$ cat src/rtl/completion_serializer.sv
// Round-robin completion arbiter that serializes the winning {source_id, addr} MSB first,
// then issues a one-cycle scoreboard clear for the granted source.
module completion_serializer #(
  parameter int NUM_FSM  = 4,
  parameter int ADDR_W   = 10,
  parameter int SRC_ID_W = 4
) (
  input  logic                         clk,
  input  logic                         rst,
  input  logic [NUM_FSM-1:0]           cmpl_valid,
  input  logic [NUM_FSM*ADDR_W-1:0]    cmpl_addr,
  input  logic [NUM_FSM*SRC_ID_W-1:0]  cmpl_source_id,
  output logic [NUM_FSM-1:0]           cmpl_arb_won,
  output logic                         ser_data,
  output logic                         ser_valid,
  input  logic                         ser_ready,
  output logic                         sb_clear_valid,
  output logic [SRC_ID_W-1:0]          sb_clear_source_id
);

  localparam int FRAME_W = SRC_ID_W + ADDR_W;
  localparam int CNT_W   = $clog2(FRAME_W);
  localparam int PTR_W   = (NUM_FSM > 1) ? $clog2(NUM_FSM) : 1;

  typedef enum logic [1:0] {
    ST_IDLE  = 2'd0,
    ST_SHIFT = 2'd1,
    ST_CLEAR = 2'd2
  } state_t;

  state_t               state_q, state_d;
  logic [PTR_W-1:0]     rr_ptr_q, rr_ptr_d;
  logic [CNT_W-1:0]     bit_cnt_q, bit_cnt_d;
  logic [FRAME_W-1:0]   shift_q, shift_d;
  logic [SRC_ID_W-1:0]  clr_id_q, clr_id_d;

  logic [ADDR_W-1:0]    addr_arr [NUM_FSM];
  logic [SRC_ID_W-1:0]  src_arr  [NUM_FSM];
  logic [PTR_W-1:0]     win_idx;
  logic [PTR_W-1:0]     ptr_after_win;
  logic                 any_valid;
  logic [NUM_FSM-1:0]   win_onehot;

  for (genvar gi = 0; gi < NUM_FSM; gi++) begin : g_unpack
    assign addr_arr[gi] = cmpl_addr[gi*ADDR_W +: ADDR_W];
    assign src_arr[gi]  = cmpl_source_id[gi*SRC_ID_W +: SRC_ID_W];
  end

  assign any_valid = |cmpl_valid;

  // Search from rr_ptr upward (wrapping); iterating high-to-low lets the nearest hit win.
  always_comb begin
    int idx;
    win_idx = '0;
    for (int k = NUM_FSM - 1; k >= 0; k--) begin
      idx = int'(rr_ptr_q) + k;
      if (idx >= NUM_FSM) idx = idx - NUM_FSM;
      if (cmpl_valid[idx]) win_idx = PTR_W'(idx);
    end
  end

  always_comb begin
    win_onehot = '0;
    win_onehot[win_idx] = 1'b1;
  end

  if (NUM_FSM > 1) begin : g_ptr
    assign ptr_after_win = (win_idx == PTR_W'(NUM_FSM - 1)) ? '0 : win_idx + 1'b1;
  end else begin : g_ptr_single
    assign ptr_after_win = '0;
  end

  always_comb begin
    state_d      = state_q;
    rr_ptr_d     = rr_ptr_q;
    bit_cnt_d    = bit_cnt_q;
    shift_d      = shift_q;
    clr_id_d     = clr_id_q;
    cmpl_arb_won = '0;
    case (state_q)
      ST_IDLE: begin
        if (any_valid) begin
          cmpl_arb_won = rst ? '0 : win_onehot;
          shift_d      = {src_arr[win_idx], addr_arr[win_idx]};
          clr_id_d     = src_arr[win_idx];
          rr_ptr_d     = ptr_after_win;
          bit_cnt_d    = CNT_W'(FRAME_W - 1);
          state_d      = ST_SHIFT;
        end
      end
      ST_SHIFT: begin
        // Without ser_ready the current bit and count are held, so nothing is lost or repeated.
        if (ser_ready) begin
          shift_d = {shift_q[FRAME_W-2:0], 1'b0};
          if (bit_cnt_q == '0) begin
            state_d = ST_CLEAR;
          end else begin
            bit_cnt_d = bit_cnt_q - 1'b1;
          end
        end
      end
      ST_CLEAR: begin
        state_d = ST_IDLE;
      end
      default: begin
        state_d = ST_IDLE;
      end
    endcase
  end

  always_ff @(posedge clk) begin
    if (rst) begin
      state_q   <= ST_IDLE;
      rr_ptr_q  <= '0;
      bit_cnt_q <= '0;
      shift_q   <= '0;
      clr_id_q  <= '0;
    end else begin
      state_q   <= state_d;
      rr_ptr_q  <= rr_ptr_d;
      bit_cnt_q <= bit_cnt_d;
      shift_q   <= shift_d;
      clr_id_q  <= clr_id_d;
    end
  end

  assign ser_valid          = (state_q == ST_SHIFT);
  assign ser_data           = (state_q == ST_SHIFT) & shift_q[FRAME_W-1];
  assign sb_clear_valid     = (state_q == ST_CLEAR);
  assign sb_clear_source_id = (state_q == ST_CLEAR) ? clr_id_q : '0;

endmodule

$ cat config.mk
export PLATFORM = sky130hd
export DESIGN_NAME = completion_serializer
export DESIGN_NICKNAME = d
export VERILOG_FILES = /design/src/rtl/completion_serializer.sv
export SDC_FILE = /design/constraint.sdc
export NUM_CORES = 1
export LEC_CHECK = 0
export ABC_AREA = 1
export ABC_CLOCK_PERIOD_IN_PS = 3400
export CAP_MARGIN = 5
export CORE_MARGIN = 2
export CORE_UTILIZATION = 49
export CTS_CLUSTER_DIAMETER = 150
export CTS_CLUSTER_SIZE = 12
export DETAILED_ROUTE_END_ITERATION = 6
export MAX_ROUTING_LAYER = met4
export PLACE_DENSITY_LB_ADDON = 0.15
export SYNTH_ARGS = -nofsm -noshare
export SYNTH_HDL_FRONTEND = slang
export SYNTH_SLANG_ARGS = --single-unit
$ cat constraint.sdc
create_clock -name clk -period 3.4 [get_ports clk]
set_input_delay 0.68 -clock clk [delete_from_list [all_inputs] [get_ports clk]]
set_output_delay 0.68 -clock clk [all_outputs]
set_load 0.005 [all_outputs]
==> results.cfg, run 1 <==
[yosys]
synth_edf_count = 0
seq_area_frac_synth_pct = 24.4
ys_dominant_reg_cell = dfxtp_1
synth_top_family_by_area = simple AND/OR/NAND/NOR gates
synth_area_leader_cell = dfxtp_1
synthXorXnorAreaFrac_pct = 0
synth_common_cells = nand3_1 (79), inv_1 (73), nand2_1 (62)
synth_most_common_cell = nand3_1
synth_compound_area_share_pct = 11.7
yosys.area_share.simple_pct = 43.9
synthMuxAreaShare_pct = 0
synth_top_area_share_pct = 24.4
ys_warn_count = 0
yosys-top-cells-area = dfxtp_1 (24%), nand3_1 (19%), inv_1 (13%)
syn_nets = 425
syn_area_per_cell_sq_um = 5.93
synth_fa_ha_area_share_pct = 1.17
synthCells = 360
ys_types = 30
synth_seq_cells = 26
netlist_area_sq_um = 2140
async_flop_share_pct = 0

[routing]
wl_met1_mm = 2.61
first_iter_violations = 164
wl_mm = 6.07
drc = 0
drt-pass1-iter-count = 4
viasPerCell = 5.10
wire_per_inst_um = 12.4
wl_met2_mm = 3.04
top_layer_used = met4
ant_nets = 0
num_vias = 2490
wl_met3_um = 316

[cells_and_area]
fin_util_pct = 71.5
nets = 502
drive_gt1_share_pct = 13.8
final_area_sq_um = 3050
fin_cells = 488
area_growth_pct = 42.8
diodes = 0

[floorplanning]
die_h_um = 70.0
rows = 24
die_w_um = 70.0
core_sq_um = 4260
start_util_pct = 50.1
io_pins = 74
dieArea_sq_um = 4900

[worst_setup_path]
critPathArrivalTime_ns = 2.58
r2r-end = shift_q[11]
reg2reg_from = rr_ptr_q[0]
cp.required_ns = 2.72
reg2reg_slack_ns = 1.00
end_kind = primary output
crit_start = cmpl_valid[1]
critPathCapture = cmpl_arb_won[0]
reg2reg_depth = 13
crit_fanout = 3
crit_path_start_kind = input pin
criticalPathCategory = in2out

[pwr]
power_leakage_nw = 1.57
power.density_nw_per_um2 = 742
total_power_mw = 2.26
worst_ir_drop_vdd_uv = 440

[placement]
dp_slack_ns = -0.152
portBuffers = 73
placedCellCount = 483
dpl_cell_area_sq_um = 2940
hpwl_mm = 4.74
place.gp.congestion = 0.863

[sta]
timing.final.crit_share_pct = 96.0
period_minus_slack_ns = 3.26
fin_worst_skew_ns = 0.0120
hold_viol_final = 0
rsz0062_at_grt = no
tns_ns = 0
hold_ws_ns = 0.480
worst_slack_ns = 0.135
tightest_slew_ns = 0.557
slew_violations = 0
max_freq_mhz = 306
setup_viol_count_final = 0
slew_headroom_pct = 62.9

[cts]
cts.clk_slew.worst_paths_ns = 0.10
cts_max_level = 1
clock_latency_ns = 0.28
cts_made_buffers = 3
tritoncts = done
cts_sinks = 26
clock-root-buffer = clkbuf_8
clockBufferDepth = 2

[run_status]
status = finished clean

[global_route]
grt_max_degree = 27
antenna_found_initial = 0
gr-total-overflow = 0
gr-usage-all-layers_pct = 26.5
grt_pass1_vias = 2364
grt_pass1_wl_mm = 10.4

[run]
maxCapViolCount = 0

[min_path]
hold_class = reg2reg
-- routing by layer --
layer | vias up | track usage, %
met5 | - | -
li1 | 1286 | -
met1 | 1113 | 32.2
met3 | 10 | 3.61
met2 | 81 | 47.2
met4 | 0 | 5.13
-- timing repair --
item	4_1_cts	5_1_grt
hold buffers	0	0
resized for setup	7	5
pin swaps	0	2
setup buffers	0	1
endpoints found under the setup margin	3	2
-- kinds of logic (layout without fill, tap and decap cells) --
logic type / Yosys count / count (layout)
simple gates: 188 / 188
buf+inv: 96 / 172
compound gates: 48 / 48
flops: 26 / 26
fa+ha+maj: 2 / 2
-- worst min-delay path by stage --
| stage | from | to | slack (ns) | cells after the start |
|---|---|---|---|---|
| 2_1_floorplan | clr_id_q[3] | clr_id_q[3] | 0.44 | 2 |
| 3_3_place_gp | clr_id_q[3] | clr_id_q[3] | 0.45 | 2 |
| 3_5_place_dp | clr_id_q[3] | clr_id_q[3] | 0.46 | 2 |
| 4_1_cts | clr_id_q[3] | clr_id_q[3] | 0.48 | 2 |
| 5_1_grt | clr_id_q[3] | clr_id_q[3] | 0.50 | 2 |
| 6_report | bit_cnt_q[1] | bit_cnt_q[1] | 0.48 | 2 |
-- power by group --
group / internal [mW] / switching (mW)
clock network: 0.158 / 0.105
registers: 0.419 / 0.0766
logic: 0.609 / 0.897
total: 1.19 / 1.08
-- state kept, by name, indices dropped and copies added, names as in the netlist --
signal and flops:
rr_ptr_q 2, clr_id_q 4, state_q 2, shift_q 14, bit_cnt_q 4
-- cell usage in the layout, fill, tap and decap left out, types with 7 or more instances in the layout --
| cell | n |
|---|---|
| inv_2 | 7 |
| nor2_1 | 11 |
| o21ai_1 | 7 |
| nand2_1 | 62 |
| o21ai_0 | 15 |
| or2_2 | 13 |
| inv_1 | 72 |
| nand3_1 | 78 |
| dfxtp_1 | 26 |
| clkdlybuf4s50_1 | 69 |
| buf_4 | 15 |
| a21oi_1 | 19 |
-- worst max-delay path: stages --
cell             delay (ns)
clkdlybuf4s50_1        0.51
inv_1                  0.07
nand2_1                0.10
nand3_2                0.11
nand3_1                0.08
nand2_1                0.05
nand2_1                0.07
nand2_1                0.05
nand2_1                0.07
nand2_2                0.08
buf_4                  0.14
buf_4                  0.13
nor3_4                 0.18
dlygate4sd2_1          0.26
-- layout make-up --
class | count | area [sq um]
Sequential cell | 26 | 520
Clock buffer | 3 | 41.3
Tap cell | 52 | 65.1
Multi-Input combinational cell | 238 | 1240
Timing Repair Buffer | 88 | 846
Fill cell | 391 | 1210
Inverter | 80 | 303
Clock inverter | 1 | 30.0
Power figures use the tool's default switching activity.
==> run 2, diff against run 1 <==
--- a/config.mk
+++ b/config.mk
@@ -6,10 +6,10 @@
 export NUM_CORES = 1
 export LEC_CHECK = 0
 export ABC_AREA = 1
-export ABC_CLOCK_PERIOD_IN_PS = 3400
+export ABC_CLOCK_PERIOD_IN_PS = 3100
 export CAP_MARGIN = 5
 export CORE_MARGIN = 2
-export CORE_UTILIZATION = 49
+export CORE_UTILIZATION = 46
 export CTS_CLUSTER_DIAMETER = 150
 export CTS_CLUSTER_SIZE = 12
 export DETAILED_ROUTE_END_ITERATION = 6
==> constraint.sdc (replaced) <==
create_clock -name clk -period 3.1 [get_ports clk]
set_input_delay 0.62 -clock clk [delete_from_list [all_inputs] [get_ports clk]]
set_output_delay 0.62 -clock clk [all_outputs]
set_load 0.005 [all_outputs]
==> results.cfg, run 2 (synthesis gave the netlist of run 1 again) <==
[floorplanning]
start_util_pct = 48.4
die_w_um = 72.1
io_pins = 74
die_h_um = 72.1
rows = 24
core_sq_um = 4410
dieArea_sq_um = 5200

[worst_setup_path]
crit_chain = clkdlybuf4s50_1 > inv_1 > o21ai_2 > nand2_2 > nand3_4 > nand2_4 > nand2_8 > nand2_8 > ha_1 > inv_1 > nor2_1 > dlygate4sd2_1
slowest_delay_ns = 0.49
crit_path_start_kind = input pin
crit_fanout = 7
reg2reg_slack_ns = 0.81
criticalPathCategory = in2out
end_kind = primary output
slowest_stage = clkdlybuf4s50_1
critPathArrivalTime_ns = 2.32
cp.required_ns = 2.48

[global_route]
grt_max_degree = 27
grt_pass1_wl_mm = 10.3
gr-usage-all-layers_pct = 25.6
grt_pass1_vias = 2320
gr-total-overflow = 0
antenna_found_initial = 0

[min_path]
hold_class = reg2reg

[cells_and_area]
reg.largest.list = shift_q (14), bit_cnt_q (4), clr_id_q (4)
nets = 504
area_growth_pct = 43.4
layout_common_cells = nand3_1 (77), inv_1 (73), clkdlybuf4s50_1 (68)
final_area_sq_um = 3060
drive_gt1_share_pct = 13.7
diodes = 0
largest_register_ffs = 14
top_register = shift_q
final_common_cell = nand3_1
fin_cells = 490

[routing]
ant_nets = 0
wl_mm = 6.02
drc = 0
viasPerCell = 5.06
drt-pass1-iter-count = 4
first_iter_violations = 115
wire_per_inst_um = 12.3
num_vias = 2477

[cts]
post_cts_buffers = 0
tritoncts = done
cts_sinks = 26
cts_hold_buf = 0
clockBufferDepth = 2
cts_max_level = 1
cts_made_buffers = 3
clock-root-buffer = clkbuf_8
clock_latency_ns = 0.28
cts.clk_slew.worst_paths_ns = 0.08

[sta]
max_freq_mhz = 340
worst_slack_ns = 0.156
period_minus_slack_ns = 2.94
hold_viol_final = 0
slew_violations = 0
fin_worst_skew_ns = 0.00896
slew_headroom_pct = 61.8
setup_viol_count_final = 0
tightest_slew_ns = 0.572
tns_ns = 0
timing.final.crit_share_pct = 95.0
rsz0062_at_grt = no

[placement]
placedCellCount = 486
dpl_cell_area_sq_um = 2960
hpwl_mm = 4.52
portBuffers = 73
dp_slack_ns = -0.142
place.gp.congestion = 0.844

[pwr]
total_power_mw = 2.46
power.density_nw_per_um2 = 802
worst_ir_drop_vdd_uv = 389
power_leakage_nw = 1.56

[run]
maxCapViolCount = 0

[run_status]
status = finished clean
==> run 2: what timing repair did <==
item                                    in CTS  in global routing
endpoints found under the hold margin        0                  0
endpoints found under the setup margin       4                  1
gates resized for setup                     10                  2
==> run 2: area by class of cell <==
cell class	count	area (sq um)
well taps	52	65.1
inverters	80	303
repair buffers	90	856
flip-flops and latches	26	520
fillers	402	1350
clock buffers	3	41.3
multi-input cells	238	1250
clock inverters	1	30.0
==> run 2: worst paths after layout <==
check | depth (start not counted) | to | startpoint
hold reg to reg | 2 | shift_q[0] | shift_q[0]
hold / removal | 2 | shift_q[0] | shift_q[0]
setup reg to reg | 12 | shift_q[10] | rr_ptr_q[0]
setup / recovery | 12 | cmpl_arb_won[3] | cmpl_valid[3]
==> run 2: worst max-delay path, delay by kind of cell <==
| family | cells | cell delay (ns) |
|---|---|---|
| adders and majority gates | 1 | 0.19 |
| and+or+nand+nor | 6 | 0.45 |
| AOI/OAI and AO/OA | 1 | 0.16 |
| buffers and inverters | 4 | 0.89 |
==> run 2: where the power goes <==
part           total (mW)  switching, mW  internal (mW)
Clock               0.281          0.108          0.173
Combinational        1.63          0.963          0.665
Sequential          0.548         0.0879          0.460
==> run 2: through the flow <==
stage	utilization, %	hold slack [ns]
floorplan	-	0.438
global placement	67.0	0.461
detailed placement	67.0	0.462
CTS	69.2	0.478
global route	69.4	0.517
finish	69.4	0.476
==> run 2: metal layers <==
| metal | track usage [%] | up-vias | share of wire [%] |
|---|---|---|---|
| li1 | - | 1296 | - |
| met1 | 31.0 | 1100 | 43 |
| met2 | 44.6 | 72 | 51 |
| met3 | 3.33 | 9 | 4.9 |
| met4 | 6.92 | 0 | 1.6 |
| met5 | - | - | 0 |
